[src/rtl/io_pkg.sv]
// Shared types and default constants for the UART receive path and idle-timeout interrupt generator.
// Build option: UART_RX_PARITY_EN adds an even-parity receive state.
package io_pkg;

  localparam int DEFAULT_CLKS_PER_BIT = 868;
  localparam int DEFAULT_FIFO_DEPTH   = 256;
  localparam int DEFAULT_LEN_W        = 16;

  typedef enum logic [2:0] {
    RX_IDLE,
    RX_START,
    RX_DATA,
`ifdef UART_RX_PARITY_EN
    RX_PARITY,
`endif
    RX_STOP,
    RX_RECOVER
  } rx_state_t;

  function automatic logic even_parity(input logic [7:0] data);
    return ^data;
  endfunction

endpackage

[src/rtl/uart_rx_burst_buffer_sync_fifo.sv]
// First-word-fall-through synchronous FIFO; pointers carry an extra MSB to tell full from empty.
module sync_fifo #(
  parameter int WIDTH = 8,
  parameter int DEPTH = 4
) (
  input  logic             clock,
  input  logic             reset,
  input  logic             wr_en,
  input  logic [WIDTH-1:0] wr_data,
  output logic             full,
  input  logic             rd_en,
  output logic [WIDTH-1:0] rd_data,
  output logic             empty
);

  localparam int AW = $clog2(DEPTH);

  logic [WIDTH-1:0] mem_q [DEPTH];
  logic [AW:0]      wr_ptr_q, wr_ptr_d;
  logic [AW:0]      rd_ptr_q, rd_ptr_d;
  logic             do_wr, do_rd;

  assign empty = (wr_ptr_q == rd_ptr_q);
  assign full  = (wr_ptr_q[AW] != rd_ptr_q[AW]) && (wr_ptr_q[AW-1:0] == rd_ptr_q[AW-1:0]);

  // A read in the same cycle frees the slot, so a write into a full FIFO still lands.
  assign do_rd = rd_en & ~empty;
  assign do_wr = wr_en & (~full | do_rd);

  assign rd_data = empty ? '0 : mem_q[rd_ptr_q[AW-1:0]];

  always_comb begin
    wr_ptr_d = wr_ptr_q;
    rd_ptr_d = rd_ptr_q;
    if (do_wr) wr_ptr_d = wr_ptr_q + 1'b1;
    if (do_rd) rd_ptr_d = rd_ptr_q + 1'b1;
  end

  always_ff @(posedge clock) begin
    if (do_wr) mem_q[wr_ptr_q[AW-1:0]] <= wr_data;
  end

  always_ff @(posedge clock) begin
    if (reset) begin
      wr_ptr_q <= '0;
      rd_ptr_q <= '0;
    end else begin
      wr_ptr_q <= wr_ptr_d;
      rd_ptr_q <= rd_ptr_d;
    end
  end

endmodule

[src/rtl/uart_rx_burst_buffer.sv]
// UART receiver feeding a byte FIFO, with burst packet length framing driven by burst_end.
// Build option: UART_RX_PARITY_EN selects 8E1 framing (even parity checked before the stop bit).
module uart_rx_burst_buffer
  import io_pkg::*;
#(
  parameter int CLKS_PER_BIT = DEFAULT_CLKS_PER_BIT,
  parameter int FIFO_DEPTH   = DEFAULT_FIFO_DEPTH,
  parameter int LEN_W        = DEFAULT_LEN_W
) (
  input  logic             clock,
  input  logic             reset,
  input  logic             rx_pin_in,
  input  logic             burst_end,
  output logic [7:0]       m_data,
  output logic             m_valid,
  input  logic             m_ready,
  output logic             pkt_done,
  output logic [LEN_W-1:0] pkt_len,
  output logic             frame_err,
  output logic             overflow
);

  localparam int CW   = $clog2(CLKS_PER_BIT);
  localparam int HALF = CLKS_PER_BIT / 2;

  logic             sync1_q, sync2_q, rx_s;
  rx_state_t        state_q, state_d;
  logic [CW-1:0]    cnt_q, cnt_d;
  logic [2:0]       bit_q, bit_d;
  logic [7:0]       shift_q, shift_d;
  logic             wr_q, wr_d;
  logic             frame_err_q, frame_err_d;
  logic             overflow_q, overflow_d;
  logic             pkt_done_q, pkt_done_d;
  logic [LEN_W-1:0] pkt_len_q, pkt_len_d;
  logic [LEN_W-1:0] pkt_cnt_q, pkt_cnt_d;
  logic [LEN_W-1:0] cnt_inc, cnt_eff;
  logic             bit_tick;
  logic             fifo_full, fifo_empty, wr_accept;
`ifdef UART_RX_PARITY_EN
  logic             par_err_q, par_err_d;
`endif

  assign rx_s = sync2_q;

  always_comb begin
    state_d     = state_q;
    cnt_d       = cnt_q;
    bit_d       = bit_q;
    shift_d     = shift_q;
    wr_d        = 1'b0;
    frame_err_d = 1'b0;
`ifdef UART_RX_PARITY_EN
    par_err_d   = par_err_q;
`endif
    bit_tick    = (cnt_q == CW'(CLKS_PER_BIT - 1));
    case (state_q)
      RX_IDLE: begin
        cnt_d = '0;
        bit_d = '0;
        if (!rx_s) state_d = RX_START;
      end
      RX_START: begin
        // Re-check the line at mid start bit to reject short glitches.
        if (cnt_q == CW'(HALF - 1)) begin
          cnt_d   = '0;
          state_d = rx_s ? RX_IDLE : RX_DATA;
        end else begin
          cnt_d = cnt_q + 1'b1;
        end
      end
      RX_DATA: begin
        if (bit_tick) begin
          cnt_d   = '0;
          shift_d = {rx_s, shift_q[7:1]};
          bit_d   = bit_q + 3'd1;
          if (bit_q == 3'd7) begin
`ifdef UART_RX_PARITY_EN
            state_d = RX_PARITY;
`else
            state_d = RX_STOP;
`endif
          end
        end else begin
          cnt_d = cnt_q + 1'b1;
        end
      end
`ifdef UART_RX_PARITY_EN
      RX_PARITY: begin
        if (bit_tick) begin
          cnt_d     = '0;
          par_err_d = rx_s ^ even_parity(shift_q);
          state_d   = RX_STOP;
        end else begin
          cnt_d = cnt_q + 1'b1;
        end
      end
`endif
      RX_STOP: begin
        if (bit_tick) begin
          cnt_d = '0;
          if (!rx_s) begin
            frame_err_d = 1'b1;
            state_d     = RX_RECOVER;
          end else begin
            state_d = RX_IDLE;
`ifdef UART_RX_PARITY_EN
            frame_err_d = par_err_q;
            wr_d        = ~par_err_q;
`else
            wr_d        = 1'b1;
`endif
          end
        end else begin
          cnt_d = cnt_q + 1'b1;
        end
      end
      RX_RECOVER: begin
        if (rx_s) state_d = RX_IDLE;
      end
      default: state_d = RX_IDLE;
    endcase
  end

  assign wr_accept = wr_q & (~fifo_full | (m_ready & ~fifo_empty));

  always_comb begin
    cnt_inc    = (pkt_cnt_q == {LEN_W{1'b1}}) ? pkt_cnt_q : pkt_cnt_q + 1'b1;
    cnt_eff    = wr_accept ? cnt_inc : pkt_cnt_q;
    overflow_d = overflow_q | (wr_q & ~wr_accept);
    pkt_done_d = 1'b0;
    pkt_len_d  = pkt_len_q;
    pkt_cnt_d  = cnt_eff;
    // A byte landing in the burst_end cycle still belongs to the closing packet.
    if (burst_end && (cnt_eff != '0)) begin
      pkt_done_d = 1'b1;
      pkt_len_d  = cnt_eff;
      pkt_cnt_d  = '0;
    end
  end

  always_ff @(posedge clock) begin
    if (reset) begin
      sync1_q     <= 1'b1;
      sync2_q     <= 1'b1;
      state_q     <= RX_IDLE;
      cnt_q       <= '0;
      bit_q       <= '0;
      shift_q     <= '0;
      wr_q        <= 1'b0;
      frame_err_q <= 1'b0;
      overflow_q  <= 1'b0;
      pkt_done_q  <= 1'b0;
      pkt_len_q   <= '0;
      pkt_cnt_q   <= '0;
`ifdef UART_RX_PARITY_EN
      par_err_q   <= 1'b0;
`endif
    end else begin
      sync1_q     <= rx_pin_in;
      sync2_q     <= sync1_q;
      state_q     <= state_d;
      cnt_q       <= cnt_d;
      bit_q       <= bit_d;
      shift_q     <= shift_d;
      wr_q        <= wr_d;
      frame_err_q <= frame_err_d;
      overflow_q  <= overflow_d;
      pkt_done_q  <= pkt_done_d;
      pkt_len_q   <= pkt_len_d;
      pkt_cnt_q   <= pkt_cnt_d;
`ifdef UART_RX_PARITY_EN
      par_err_q   <= par_err_d;
`endif
    end
  end

  sync_fifo #(
    .WIDTH (8),
    .DEPTH (FIFO_DEPTH)
  ) u_fifo (
    .clock   (clock),
    .reset   (reset),
    .wr_en   (wr_q),
    .wr_data (shift_q),
    .full    (fifo_full),
    .rd_en   (m_ready),
    .rd_data (m_data),
    .empty   (fifo_empty)
  );

  assign m_valid   = ~fifo_empty;
  assign pkt_done  = pkt_done_q;
  assign pkt_len   = pkt_len_q;
  assign frame_err = frame_err_q;
  assign overflow  = overflow_q;

endmodule

[config.mk]
export PLATFORM = sky130hd
export DESIGN_NAME = uart_rx_burst_buffer
export DESIGN_NICKNAME = d
export VERILOG_FILES = /design/src/rtl/io_pkg.sv /design/src/rtl/uart_rx_burst_buffer_sync_fifo.sv /design/src/rtl/uart_rx_burst_buffer.sv
export SDC_FILE = /design/constraint.sdc
export NUM_CORES = 2
export LEC_CHECK = 0
export CAP_MARGIN = 20
export CELL_PAD_IN_SITES_DETAIL_PLACEMENT = 1
export CELL_PAD_IN_SITES_GLOBAL_PLACEMENT = 1
export CORE_AREA = 8 8 465 467
export DETAILED_ROUTE_END_ITERATION = 8
export DIE_AREA = 0 0 473 475
export DONT_BUFFER_PORTS = 1
export PLACE_DENSITY_LB_ADDON = 0.1
export SYNTH_ARGS = -nofsm -noshare
export SYNTH_HDL_FRONTEND = slang
export SYNTH_SLANG_ARGS = --single-unit
[constraint.sdc]
create_clock -name clock -period 8.4 [get_ports clock]
set_input_delay 2.1 -clock clock [delete_from_list [all_inputs] [get_ports clock]]
set_output_delay 2.1 -clock clock [all_outputs]
set_load 0.03 [all_outputs]
After elaboration in Yosys (flattened, before gate mapping):

Memories as Yosys holds them, arrays and structs flattened. A register that Yosys moved wholly into a read port is not among the register bits.
Cells that the tools add are included.

* flip-flop bits (word level): 80
* RAM bits: 2048
* bits of input ports: 5
* logic and storage cells: 83
* memories kept: 1

* add/sub/neg operators: 5
* eq/ne operators: 17
* multiplexer cells: 24
* bitwise gates (word level): 10
* reductions and logical operators: 12

Memory list
* u_fifo.mem_q: depth 256, width 8, read ports 1, clocked after memory_dff 1, write ports 1, RTL line uart_rx_burst_buffer_sync_fifo.sv:18 `logic [WIDTH-1:0] mem_q [DEPTH];`

Operator list (number)
* two-way mux 16 bit: 2
* one-hot mux 10 bit (3 select lines): 1
* two-way mux 3 bit: 8
* two-way mux 8 bit: 3
* two-way mux 10 bit: 2
* adder 9 x 1 -> 9 bit, second input constant: 2
* adder 16 x 1 -> 16 bit, second input constant: 1
* equality test 16 bit, second input constant: 1
* nonzero test 16 bit: 1
* one-hot mux 3 bit (5 select lines): 1
* inequality test 2 bit, second input constant: 6
* adder 10 x 1 -> 10 bit, second input constant: 1
* equality test 10 bit, second input constant: 1
* equality test 10 x 9 -> 1 bit, second input constant: 1
* equality test 9 bit: 1
* equality test 8 bit: 1
* equality test 3 x 2 -> 1 bit, second input constant: 2
* equality test 3 bit, second input constant: 2
* one-hot mux 3 bit (2 select lines): 1
* AND reduction 6 bit: 1
* two-way mux 1 bit: 5
* inverter 1 bit: 5
* AND reduction 2 bit: 2
* OR reduction 2 bit: 2
* 11 further kinds: 15

Depth between registers and ports, before layout:

* depth after elaboration: 9
* gate-level depth with buffers: 11
* gate-level depth less buffers: 9

Modules after synthesis:

From an unflattened synthesis, not the netlist that was laid out.

* cell total of the unflattened synthesis: 4304
* area total of the unflattened synthesis: 84109.4 um^2

Modules (own cells, without submodules)
* sync_fifo: times used 1, cells each 3922, area an instance 80915.1 um^2, sequential area each 62019.5 um^2
* uart_rx_burst_buffer: times used 1, cells each 382, area an instance 3194.3 um^2, sequential area each 1241.2 um^2

Least setup slack after synthesis:

Ideal clock, no wire load.

* path kind: register to output
* from: register (tool-made name)
* to: output m_data[1]
* arrival time: 3026 ps
* path slack: 3274 ps
* cell stages (with the launch flop): 10
* buffers on the path: 3
* cell sequence: dfxtp_1 > clkbuf_1 > clkbuf_1 > buf_1 > mux4_2 > mux4_2 > a22oi_1 > nand2_1 > a22oi_1 > a31oi_1

RTL lines
* end: declaration: RTL line uart_rx_burst_buffer.sv:14 `output logic [7:0] m_data,`

==> results.toml <==
[power_and_ir_drop]
leakagePower_nw = 28.56
powerDensity_mw_per_mm2 = 223.1
ir_drop_mv = 0.2215
power_mw = 21.00

[die]
fp-row-count = 168
die_h_microns = 475
start_util_pct = 39.72
die_area_sq_mm = 0.2247
die_w_microns = 473
io_pins = 33
coreArea_sq_mm = 0.2085

[clock_tree]
insertion_delay_ns = 0.86
cts_buffers = 223
root_buffer = "clkbuf_16"
cts_tree = "yes"
clk_pin_slew_ns = 0.06
htree_levels = 4
ctsResizeCount = 0
cts_sinks = 2136
clockBufferDepth = 3
cts_setup_buffers = 0
postCtsHoldBufs = 0

[timing]
fin_ws_ns = 1.002
setup_violations = 0
relSlewSlack_pct = 19.23
max_freq_mhz = 135.2
fin_crit_sh_pct = 88.07
finalHoldViolations = 0
rsz0062_at_grt = "no"
hold_ws_ns = 0.4120
fin_setup_tns_ns = 0
drv_slew = 0
fin_skew_ns = 0.02410
tightestPinTransition_ns = 1.212
fin_crit_ns = 7.398

[worst_setup_path]
crit_arrival_ns = 5.30
reg2regPathDepth = 6
cp_slowest_cell = "dfxtp_4"
worst-path-buf-inv = 1
worstReg2RegStart = "u_fifo.wr_ptr_q[7]"
critical_path_class = "reg -> out"
slowest_delay_ns = 0.93
r2r-end = "u_fifo.mem_q[118][5]"
crit_chain = "buf_12 -> mux4_2 -> mux4_2 -> a22oi_1 -> nand2_1 -> a22oi_1 -> a31oi_1"
critPathMaxFanout = 35
cp-end-kind = "primary output"
cp_top_family = "compound AO/OA/AOI/OAI gates"
r2r_slack_ns = 4.10
cp-start-kind = "register"
worstPathRequired_ns = 6.30

[yosys]
netlist_area_sq_mm = 0.08283
ys_warn_count = 0
ys_seq_elements = 2136
synth_ff_type = "edfxtp_1"
yosysSeqAreaShare_pct = 76.38
syn_nets = 3782
synth.distinct_cells = 54
post_synth.cell_area_avg_sq_um = 21.99
async_flop_share_pct = 0
netlist_instances = 3767
synth-edff-count = 2048

[route]
ant_nets = 0
dr.first_iter.drc_count = 3756
wl_mm = 217.2
vias_per_cell = 5.555
drc_errors = 0
drtPass1Iterations = 5
via_count = 38520
routedWlPerCell_microns = 31.32

[finish]
area.growth.synth_to_final_pct = 13.69
final_nets = 3941
drive_gt1_share_pct = 28.15
fill_cells = 19000
instances_no_fill = 6935

[grt]
grt_start_max_net_pins = 117
grt_overflow = 0
grt_pass1_wl_mm = 310.9
grt_pass1_vias = 41000
antenna_found_initial = 6
grt_usage_pct = 19.17

[placed_design]
place_ws_ns = 1.739
placedCellCount = 6490
place.gp.congestion = 0.7462
place_hpwl_mm = 130.8
io_buffers = 0

[worst_hold_path]
hp-start = "sync1_q"
hold_depth = 1
hp-class = "reg -> reg"
hold-path-endpoint = "rx_s"

[job]
cap_violations = 0

[outcome]
status = "complete, no violations"
[worst max-delay path by stage]
stage | cells after the start | start | to | slack [ns]
after CTS | 7 | register | m_data[1] | 0.80
after detailed placement | 7 | register | m_data[1] | 1.74
after global placement | 7 | register | m_data[1] | 1.71
after floorplan | 9 | register | m_data[1] | 3.27
after global routing | 8 | register | m_data[5] | 0.80
final | 7 | register | m_data[1] | 1.00
[cell usage after synthesis (18+ instances only)]
cell type / instances / share of area, %
xor2_1: 27 / 0.29
clkbuf_1: 146 / 0.66
mux4_2: 640 / 17
nand3_1: 46 / 0.28
buf_1: 66 / 0.30
dfxtp_1: 88 / 2.1
nor2_1: 330 / 1.5
a22oi_1: 59 / 0.53
xnor2_1: 18 / 0.19
nor3_1: 23 / 0.14
nand2_1: 53 / 0.24
nor2b_1: 26 / 0.20
edfxtp_1: 2048 / 74
[kinds of logic after synthesis]
family	count (synthesis)	share of synthesized area (%)
flops	2136	76.38
mux	668	17.79
simple gates	544	2.944
buf+inv	238	1.139
compound gates	125	1.101
xor+xnor	46	0.4955
fa+ha+maj	10	0.1511
[report_power, final]
group	switching, mW	leakage (nW)	internal [mW]	total (mW)
combinational	0.00181	5.45	0.00161	0.00343
sequential	0.000853	19.7	11.5	11.5
clock	4.14	3.42	5.38	9.52
[per-stage QoR]
| step | utilization, % | instance area (sq um) |
|---|---|---|
| finish | 45.16 | 94160 |
| global route | 45.15 | 94150 |
| CTS | 45.03 | 93900 |
| detailed placement | 41.68 | 86910 |
| global placement | 41.65 | 86840 |
| floorplan | - | 82830 |
[sequential cells by signal (all words and copies together), names as in the netlist, 8 cells and up, named ones only]
signal           cells
u_fifo.wr_ptr_q      9
u_fifo.mem_q      2048
pkt_cnt_q           16
u_fifo.rd_ptr_q      9
shift_q              8
cnt_q               10
pkt_len             16
[layer usage]
metal / vias to the layer above / GRT usage [%] / wire (microns)
met1: 21140 / 27.40 / 97090
met4: 0 / 5.872 / 6419
li1: 16110 / - / -
met2: 975 / 30.46 / 103300
met3: 298 / 3.186 / 10460
met5: - / 0 / 0
[cell usage in the layout (no fill, tap or decap), types with 27 or more instances in the layout]
cell       count
xor2_1        27
nand2_1       53
clkinv_1      54
clkbuf_1      67
nand3_1       30
a22oi_1       59
dfxtp_1       76
edfxtp_1    2048
clkinv_2      43
nor2_1       329
buf_4        123
clkbuf_16    229
mux4_2       640
[layout make-up]
cell class	count	area, sq um	area share (%)
multi-input combinational	1393	18730	19.89
antenna	6	15.01	0.01595
clock buffer	302	6065	6.441
inverter	13	48.80	0.05182
tap	2805	3510	3.727
timing repair buffer	159	1568	1.665
clock inverter	121	924.6	0.9820
sequential	2136	63310	67.23
No activity file was read; power rests on OpenSTA's default activity.
